==> config.mk <==
export PLATFORM = sky130hd
export DESIGN_NAME = imm_gen_queue
export DESIGN_NICKNAME = d
export VERILOG_FILES = /design/src/rtl/imm_gen_pkg.sv /design/src/rtl/imm_gen_queue_imm_decode.sv /design/src/rtl/imm_gen_queue.sv
export SDC_FILE = /design/constraint.sdc
export NUM_CORES = 1
export LEC_CHECK = 0
export ABC_AREA = 1
export BUFFER_PORTS_ARGS = -buffer_cell sky130_fd_sc_hd__buf_2
export CAP_MARGIN = 30
export CORE_ASPECT_RATIO = 0.6
export CORE_MARGIN = 8
export CORE_UTILIZATION = 55
export CTS_CLUSTER_DIAMETER = 150
export DETAILED_ROUTE_END_ITERATION = 8
export PLACE_DENSITY_LB_ADDON = 0.08
export SYNTH_ARGS = -nofsm -noshare
export SYNTH_HDL_FRONTEND = slang
export SYNTH_SLANG_ARGS = --single-unit
export TNS_END_PERCENT = 50
==> constraint.sdc <==
create_clock -name clk -period 3.4 [get_ports clk]
set_input_delay 0.34 -clock clk [delete_from_list [all_inputs] [get_ports clk]]
set_output_delay 0.34 -clock clk [all_outputs]
set_load 0.005 [all_outputs]
==> src/rtl/imm_gen_pkg.sv <==
// Shared opcode constants and immediate-format encoding for the immediate
// generator queue.
package imm_gen_pkg;

  localparam logic [6:0] OP_IMM = 7'b0010011;
  localparam logic [6:0] LOAD   = 7'b0000011;
  localparam logic [6:0] JALR   = 7'b1100111;
  localparam logic [6:0] STORE  = 7'b0100011;
  localparam logic [6:0] BRANCH = 7'b1100011;
  localparam logic [6:0] LUI    = 7'b0110111;
  localparam logic [6:0] AUIPC  = 7'b0010111;
  localparam logic [6:0] JAL    = 7'b1101111;

  typedef enum logic [2:0] {
    FMT_NONE = 3'd0,
    FMT_I    = 3'd1,
    FMT_S    = 3'd2,
    FMT_B    = 3'd3,
    FMT_U    = 3'd4,
    FMT_J    = 3'd5
  } imm_fmt_t;

endpackage

==> src/rtl/imm_gen_queue_imm_decode.sv <==
// Combinational RV32I/RV64I immediate decoder: builds a 32-bit sign-correct
// immediate per format, then sign-extends it to XLEN.
module imm_decode
  import imm_gen_pkg::*;
#(
  parameter int XLEN = 32
) (
  input  logic [31:0]     inst,
  output logic [XLEN-1:0] imm,
  output imm_fmt_t        fmt
);

  logic [31:0] raw_s;

  // Opcode classification and per-format bit gathering
  always_comb begin
    fmt   = FMT_NONE;
    raw_s = 32'h0000_0000;
    case (inst[6:0])
      OP_IMM, LOAD, JALR: begin
        fmt   = FMT_I;
        raw_s = {{20{inst[31]}}, inst[31:20]};
      end
      STORE: begin
        fmt   = FMT_S;
        raw_s = {{20{inst[31]}}, inst[31:25], inst[11:7]};
      end
      BRANCH: begin
        fmt   = FMT_B;
        raw_s = {{19{inst[31]}}, inst[31], inst[7], inst[30:25], inst[11:8], 1'b0};
      end
      LUI, AUIPC: begin
        fmt   = FMT_U;
        raw_s = {inst[31:12], 12'h000};
      end
      JAL: begin
        fmt   = FMT_J;
        raw_s = {{11{inst[31]}}, inst[31], inst[19:12], inst[20], inst[30:21], 1'b0};
      end
      default: begin
        fmt   = FMT_NONE;
        raw_s = 32'h0000_0000;
      end
    endcase
  end

  // Signed cast widens U immediates to XLEN with the sign of inst[31]
  assign imm = XLEN'(signed'(raw_s));

endmodule

==> src/rtl/imm_gen_queue.sv <==
// Immediate generator with a DEPTH-entry result FIFO and valid/ready handshakes.
// Optional macro IMM_GEN_ILLEGAL_FLAG_EN adds a per-entry out_illegal flag.
module imm_gen_queue
  import imm_gen_pkg::*;
#(
  parameter int XLEN  = 32,
  parameter int DEPTH = 2,
  parameter int TAG_W = 32
) (
  input  logic             clk,
  input  logic             reset_n,
  input  logic             flush,
  input  logic             in_valid,
  output logic             in_ready,
  input  logic [31:0]      in_inst,
  input  logic [TAG_W-1:0] in_tag,
  output logic             out_valid,
  input  logic             out_ready,
  output logic [XLEN-1:0]  out_imm,
  output logic [2:0]       out_fmt,
`ifdef IMM_GEN_ILLEGAL_FLAG_EN
  output logic             out_illegal,
`endif
  output logic [TAG_W-1:0] out_tag
);

  localparam int PTR_W = (DEPTH > 1) ? $clog2(DEPTH) : 1;
  localparam int CNT_W = PTR_W + 1;

  logic [XLEN-1:0]  dec_imm_s;
  imm_fmt_t         dec_fmt_s;
  logic             push_s;
  logic             pop_s;

  logic [PTR_W-1:0] wr_ptr_r;
  logic [PTR_W-1:0] rd_ptr_r;
  logic [CNT_W-1:0] count_r;

  logic [XLEN-1:0]  imm_mem_r [DEPTH];
  logic [2:0]       fmt_mem_r [DEPTH];
  logic [TAG_W-1:0] tag_mem_r [DEPTH];
`ifdef IMM_GEN_ILLEGAL_FLAG_EN
  logic             ill_mem_r [DEPTH];
  logic             dec_ill_s;
`endif

  imm_decode #(.XLEN(XLEN)) u_decode (
    .inst (in_inst),
    .imm  (dec_imm_s),
    .fmt  (dec_fmt_s)
  );

`ifdef IMM_GEN_ILLEGAL_FLAG_EN
  assign dec_ill_s = (dec_fmt_s == FMT_NONE) || (in_inst[1:0] != 2'b11);
`endif

  // in_ready depends only on registered occupancy, so no combinational path from out_ready
  assign in_ready  = (count_r < CNT_W'(DEPTH));
  assign out_valid = (count_r != {CNT_W{1'b0}});
  assign push_s    = in_valid && in_ready && !flush;
  assign pop_s     = out_valid && out_ready && !flush;

  // Pointer and occupancy control; flush outranks push and pop
  always_ff @(posedge clk) begin
    if (!reset_n || flush) begin
      wr_ptr_r <= {PTR_W{1'b0}};
      rd_ptr_r <= {PTR_W{1'b0}};
      count_r  <= {CNT_W{1'b0}};
    end else begin
      if (push_s) wr_ptr_r <= wr_ptr_r + PTR_W'(1);
      if (pop_s)  rd_ptr_r <= rd_ptr_r + PTR_W'(1);
      case ({push_s, pop_s})
        2'b10:   count_r <= count_r + CNT_W'(1);
        2'b01:   count_r <= count_r - CNT_W'(1);
        default: count_r <= count_r;
      endcase
    end
  end

  // Entry storage, written with the decode result on each accepted push
  always_ff @(posedge clk) begin
    if (!reset_n) begin
      for (int i = 0; i < DEPTH; i++) begin
        imm_mem_r[i] <= {XLEN{1'b0}};
        fmt_mem_r[i] <= 3'd0;
        tag_mem_r[i] <= {TAG_W{1'b0}};
`ifdef IMM_GEN_ILLEGAL_FLAG_EN
        ill_mem_r[i] <= 1'b0;
`endif
      end
    end else if (push_s) begin
      imm_mem_r[wr_ptr_r] <= dec_imm_s;
      fmt_mem_r[wr_ptr_r] <= dec_fmt_s;
      tag_mem_r[wr_ptr_r] <= in_tag;
`ifdef IMM_GEN_ILLEGAL_FLAG_EN
      ill_mem_r[wr_ptr_r] <= dec_ill_s;
`endif
    end
  end

  // Head presentation, zeroed whenever the queue is empty
  always_comb begin
    out_imm = {XLEN{1'b0}};
    out_fmt = 3'd0;
    out_tag = {TAG_W{1'b0}};
`ifdef IMM_GEN_ILLEGAL_FLAG_EN
    out_illegal = 1'b0;
`endif
    if (out_valid) begin
      out_imm = imm_mem_r[rd_ptr_r];
      out_fmt = fmt_mem_r[rd_ptr_r];
      out_tag = tag_mem_r[rd_ptr_r];
`ifdef IMM_GEN_ILLEGAL_FLAG_EN
      out_illegal = ill_mem_r[rd_ptr_r];
`endif
    end else begin
      out_imm = {XLEN{1'b0}};
      out_fmt = 3'd0;
      out_tag = {TAG_W{1'b0}};
`ifdef IMM_GEN_ILLEGAL_FLAG_EN
      out_illegal = 1'b0;
`endif
    end
  end

endmodule

After elaboration in Yosys (flattened, before gate mapping)
Memory sizes are Yosys's and may differ from the RTL's. A register that Yosys moved wholly into a read port is not among the register bits.
Cells that the tools add are included.

storage, ports and cells
  bits in registers = 4
  latch bits = 0
  bits in writable memories = 134
  bits in read-only memories = 0
  output and inout port bits = 69
  word-level logic and storage cells = 60
  memories = 3

operators by class
  $add $sub $neg = 4
  multipliers = 0
  divide/modulo/power cells = 0
  $lt $le $gt $ge = 1
  eq/ne operators = 10
  shifts and indexed selects = 0
  mux-type cells = 25
  bitwise operators = 0
  reductions and logical operators = 14

memories
  name       depth  bits a word  rd ports  clocked after Yosys merged registers in  wr ports  RTL line             source
  imm_mem_r  2      32           1         1                                        2         imm_gen_queue.sv:39  logic [XLEN-1:0] imm_mem_r [DEPTH];
  tag_mem_r  2      32           1         1                                        2         imm_gen_queue.sv:41  logic [TAG_W-1:0] tag_mem_r [DEPTH];
  fmt_mem_r  2      3            1         1                                        2         imm_gen_queue.sv:40  logic [2:0] fmt_mem_r [DEPTH];

operators with widths
  operator               count
  $pmux W32 S5           1
  $mux W32               4
  $reduce_or A32 Y1      2
  $eq A7 B7 Y1 const B   3
  $mux W1                16
  $pmux W3 S5            1
  $eq A7 B5 Y1 const B   2
  $eq A7 B6 Y1 const B   2
  $eq A7 B2 Y1 const B   1
  $mux W3                2
  $reduce_or A3 Y1       2
  $logic_and A1 B1 Y1    4
  $pmux W2 S2            1
  $reduce_bool A2 Y1     2
  $add A1 B1 Y1 const B  2
  $add A2 B1 Y2 const B  1
  $eq A2 B1 Y1 const B   1
  $eq A2 B2 Y1 const B   1
  $logic_not A1 Y1       2
  $lt A2 B2 Y1 const B   1
  $reduce_or A2 Y1       1
  $sub A2 B1 Y2 const B  1
  $logic_or A1 B1 Y1     1

Depth between registers and ports, before layout
  depth in word-level cells = 8
  gate-level depth with buffers = 9

Modules after synthesis
Synthesis repeated with hierarchy kept, for this count alone.

unflattened totals
  cells, all modules = 782
  area total of the unflattened synthesis = 6864.1 sq um

by module, submodules not included
  module         times used  cells an instance  area an instance (sq um)  sequential area each (sq um)
  imm_gen_queue  1           617                6144.6                    4124.0
  imm_decode     1           165                719.4                     0.0

Worst setup path after synthesis
OpenSTA, ideal clock, no wires.

  path kind = input port to flip-flop
  from = input port flush
  to = memory fmt_mem_r[0][0] (enable)
  setup time = 0.427 ns
  arrival = 2.456 ns
  setup slack = 0.517 ns
  stages = 7
  path buffers = 2
  cells stage by stage = inv_2 nand3_1 nor2_1 nand2_1 buf_2 buf_4 nand2_1

RTL lines
  what             RTL line             source
  start, declared  imm_gen_queue.sv:12  input logic flush,
  end, declared    imm_gen_queue.sv:40

Worst setup path in the final report
  from = register count_r[0]
  to = output port out_imm[11]

on the way
  cells in the longest elaborated chain, start to end = 2

RTL lines
  what                    RTL line              source
  start, declared         imm_gen_queue.sv:37   logic [CNT_W-1:0] count_r;
  start signal, assigned  imm_gen_queue.sv:68   count_r <= {CNT_W{1'b0}};
  start signal, assigned  imm_gen_queue.sv:73   2'b10: count_r <= count_r + CNT_W'(1);
  start signal, assigned  imm_gen_queue.sv:74   2'b01: count_r <= count_r - CNT_W'(1);
  $reduce_bool A2 Y1      imm_gen_queue.sv:59   assign out_valid = (count_r != {CNT_W{1'b0}});
  $mux W32                imm_gen_queue.sv:109  if (out_valid) begin
  end, declared           imm_gen_queue.sv:19   output logic [XLEN-1:0] out_imm,

Every way passes these cells.

==> implementation parameters <==
Parameter                              Value

STA
  Highest Clock Rate    419 MHz
  Unrepaired setup endpoints after global routing    false
  Fin. Hold Viols    0
  Clock Skew    0.00897 ns
  Ratio of final minimum period to clock period    70.2%
  Number of pins with negative max-slew slack in the final report    0
  Final critical delay including setup and external delays    2.39 ns
  Setup_tns    0 ns
  Finish-stage setup viols    0
  Worst rel slew slack    37.2%
  Transition time of the tightest slew-check pin    0.938 ns

GRT
  Number of antenna violations at the first check in global routing    0
  Wire length of the first global-routing pass    26300 um
  Congestion Overflow GR    0
  Largest net degree at the start of global routing    68
  Vias in the first global route    5379
  Global routing usage summed across all routing layers    21.3%

CTS
  Cts bufs inserted    17
  Hold buffer count at CTS    0
  Clock slew at the register clock pins of the worst setup and hold paths    0.06 ns
  CTS sink cnt    139
  CTS H-Tree Depth    4
  CTS root buffer    sky130_fd_sc_hd__clkbuf_16
  CTS tree    built
  Post-CTS setup buffer count    0
  Number of buffers on the longest clock path    2
  CTS-repair resized insts    0
  Clock latency reported for the late side of the worst-skew pair    0.41 ns

Layout
  Antenna Cells    0
  Fraction of layout instances using a drive strength above 1    27.7%
  Area growth from synthesis to layout    20.7%
  Final core area utilization    67.0%
  Fin nets    874

Worst setup path
  Timing endpoint of the critical path    out_imm[11]
  Data required time at the worst endpoint    3.06 ns
  Startpoint class of the critical path    flop
  Arrival time worst endpoint    2.05 ns
  Number of cells on the worst reg-to-reg path    5
  Launch point of the critical path    count_r[0]
  Classification of the worst setup path    flop to output port
  Worst flop-to-flop path startpoint    count_r[1]
  Terminus of the critical flop-to-flop path    tag_mem_r[1][25]
  Highest net fanout along the worst path    31
  Type of element capturing the critical path    output port
  FF-to-FF setup slack    1.47 ns

Pwr
  Static leakage    3.32 nW
  Worst supply voltage drop on vdd    380 uV
  Power density over the cells    509 nW/um^2

Yosys
  Number of instances in the synthesized netlist    682
  Share of the yosys chip area belonging to registers    62.6%
  Distinct cell type count of the synthesized netlist    24
  Flip-flop and latch count after synthesis    139
  Syn Std Cell Area    6590 um^2
  Total of warnings raised by yosys    0
  Synthesized area per cell    9.66 um^2
  Synth Net Count    752

Floorplanning
  Starting density of the core    55.5%
  Vertical die dimension    101 um
  Number of placement rows    31
  Area of the core region    11900 um^2
  Die area    15900 um^2
  Top-level I/O count    138
  Die W    157 um

Run status
  Result of the run    finished clean

Detailed routing
  Number of design-rule violations left by the first detailed-router iteration    375
  Residual DRC count    0
  Total Routed Length    16800 um
  Detailed-router iteration count before antenna repair    5
  Routed WL per cell    17.1 um
  Number of routed nets with antenna violations    0
  Via-per-instance ratio    5.33
  Total vias in the final route    5224

Placed design
  Total of buffers placed on input and output ports    137
  Placer's final routability congestion estimate    0.798
  Final HPWL DP    10600 um

Hold path
  Hold wc startpoint    flush
  Worst min-delay path class    primary input to flop

Job
  Number of max-cap violations    0
[cell usage after synthesis]
master                     number  share of area (%)
sky130_fd_sc_hd__dfxtp_1        5                1.5
sky130_fd_sc_hd__buf_6          7                1.2
sky130_fd_sc_hd__o21ai_0        3               0.23
sky130_fd_sc_hd__a21oi_1      102                7.7
sky130_fd_sc_hd__nand2_1      177                 10
sky130_fd_sc_hd__buf_4          1               0.11
sky130_fd_sc_hd__nand3_2        2               0.30
sky130_fd_sc_hd__inv_1         55                3.1
sky130_fd_sc_hd__nor2_1        88                5.0
sky130_fd_sc_hd__nand4_1        3               0.28
sky130_fd_sc_hd__nor4_1         1              0.095
sky130_fd_sc_hd__or2_1          1              0.095
sky130_fd_sc_hd__edfxtp_1     134                 61
sky130_fd_sc_hd__buf_2         18                1.4
sky130_fd_sc_hd__ha_1           1               0.19
sky130_fd_sc_hd__a21oi_2       20                2.7
sky130_fd_sc_hd__inv_2          5               0.28
sky130_fd_sc_hd__nor2_4         2               0.34
sky130_fd_sc_hd__o21bai_1       1               0.11
sky130_fd_sc_hd__nor2_2        11                1.0
sky130_fd_sc_hd__buf_1          3               0.17
sky130_fd_sc_hd__nand2_2        4               0.38
sky130_fd_sc_hd__clkbuf_1      15               0.85
sky130_fd_sc_hd__nand3_1       23                1.7
[cell type report]
class	instances	area (um^2)
multi-input combinational	439	2020
timing repair buffer	147	801
inverter	60	225
sequential	139	4130
clock buffer	18	429
clock inverter	13	153
fill	984	3910
tap	165	206
[worst max-delay path, stage by stage (launching register included)]
cell	delay [ns]
sky130_fd_sc_hd__dfxtp_1	0.33
sky130_fd_sc_hd__inv_1	0.08
sky130_fd_sc_hd__nand2_1	0.11
sky130_fd_sc_hd__inv_2	0.49
sky130_fd_sc_hd__buf_4	0.37
sky130_fd_sc_hd__a21oi_1	0.11
sky130_fd_sc_hd__buf_2	0.14
[worst min-delay path by stage]
stage / depth (start not counted) / slack, ns / to
2_1_floorplan: 1 / 0.42 / count_r[0]
3_3_place_gp: 2 / 0.44 / wr_ptr_r
3_5_place_dp: 2 / 0.46 / flop
4_1_cts: 2 / 0.16 / count_r[0]
5_1_grt: 2 / 0.17 / count_r[0]
6_report: 2 / 0.18 / count_r[0]
[metrics by stage]
stage          std cells  worst slack, ns  area [um^2]  total power, mW  hold slack (ns)
2_1_floorplan        682            0.517         6590             2.14            0.418
3_3_place_gp         948             1.16         7320             2.24            0.443
3_5_place_dp         949             1.03         7350             2.26            0.462
4_1_cts              980             1.00         7930             4.06            0.163
5_1_grt              981            0.901         7960             4.17            0.166
6_report             981             1.01         7960             4.05            0.185
[metal layers]
layer  GRT usage [%]  wire, um  vias up
met2            35.6      8090      237
met3            5.57      1530       16
met5               0         0        -
met4            6.40       159        0
met1            27.0      7020     2466
li1                -         -     2505
[cell families (layout without fill, tap and decap cells)]
group | count (synthesis) | after routing | share of synthesized area [%]
and+or+nand+nor | 312 | 312 | 19.4
buffers and inverters | 104 | 238 | 7.12
DFF | 139 | 139 | 62.6
adders and majority gates | 1 | 1 | 0.190
AOI/OAI and AO/OA | 126 | 126 | 10.7
[sequential cells by signal, indices dropped and copies added, names as in the netlist, named ones only]
register,count
rd_ptr_r,1
fmt_mem_r,6
count_r,2
wr_ptr_r,1
tag_mem_r,64
imm_mem_r,64
[report_power, final]
| group | switching, mW | internal [mW] |
|---|---|---|
| logic | 0.170 | 0.0805 |
| clock network | 0.686 | 1.14 |
| registers | 0.0199 | 1.95 |
| total | 0.877 | 3.18 |
[layout by cell type, fill, tap and decap left out, types with 2 or more instances in the layout]
master,Yosys,final
sky130_fd_sc_hd__nand3_1,23,23
sky130_fd_sc_hd__inv_2,5,7
sky130_fd_sc_hd__nand3_2,2,2
sky130_fd_sc_hd__edfxtp_1,134,134
sky130_fd_sc_hd__nor2_4,2,2
sky130_fd_sc_hd__nand2_2,4,5
sky130_fd_sc_hd__bufinv_16,0,3
sky130_fd_sc_hd__clkinv_1,0,2
sky130_fd_sc_hd__inv_1,55,53
sky130_fd_sc_hd__dfxtp_1,5,4
sky130_fd_sc_hd__buf_16,0,2
sky130_fd_sc_hd__a21oi_1,102,102
sky130_fd_sc_hd__nand2_1,177,174
sky130_fd_sc_hd__o21ai_0,3,3
sky130_fd_sc_hd__clkinv_4,0,2
sky130_fd_sc_hd__nand4_1,3,3
sky130_fd_sc_hd__clkinvlp_4,0,3
sky130_fd_sc_hd__clkbuf_16,0,17
sky130_fd_sc_hd__nor2_2,11,11
sky130_fd_sc_hd__clkinv_2,0,3
sky130_fd_sc_hd__a21oi_2,20,20
sky130_fd_sc_hd__nand2_4,0,2
sky130_fd_sc_hd__buf_4,1,8
sky130_fd_sc_hd__nor2_1,88,88
sky130_fd_sc_hd__buf_2,18,137
Note: power is estimated with default switching activity, not from simulation.
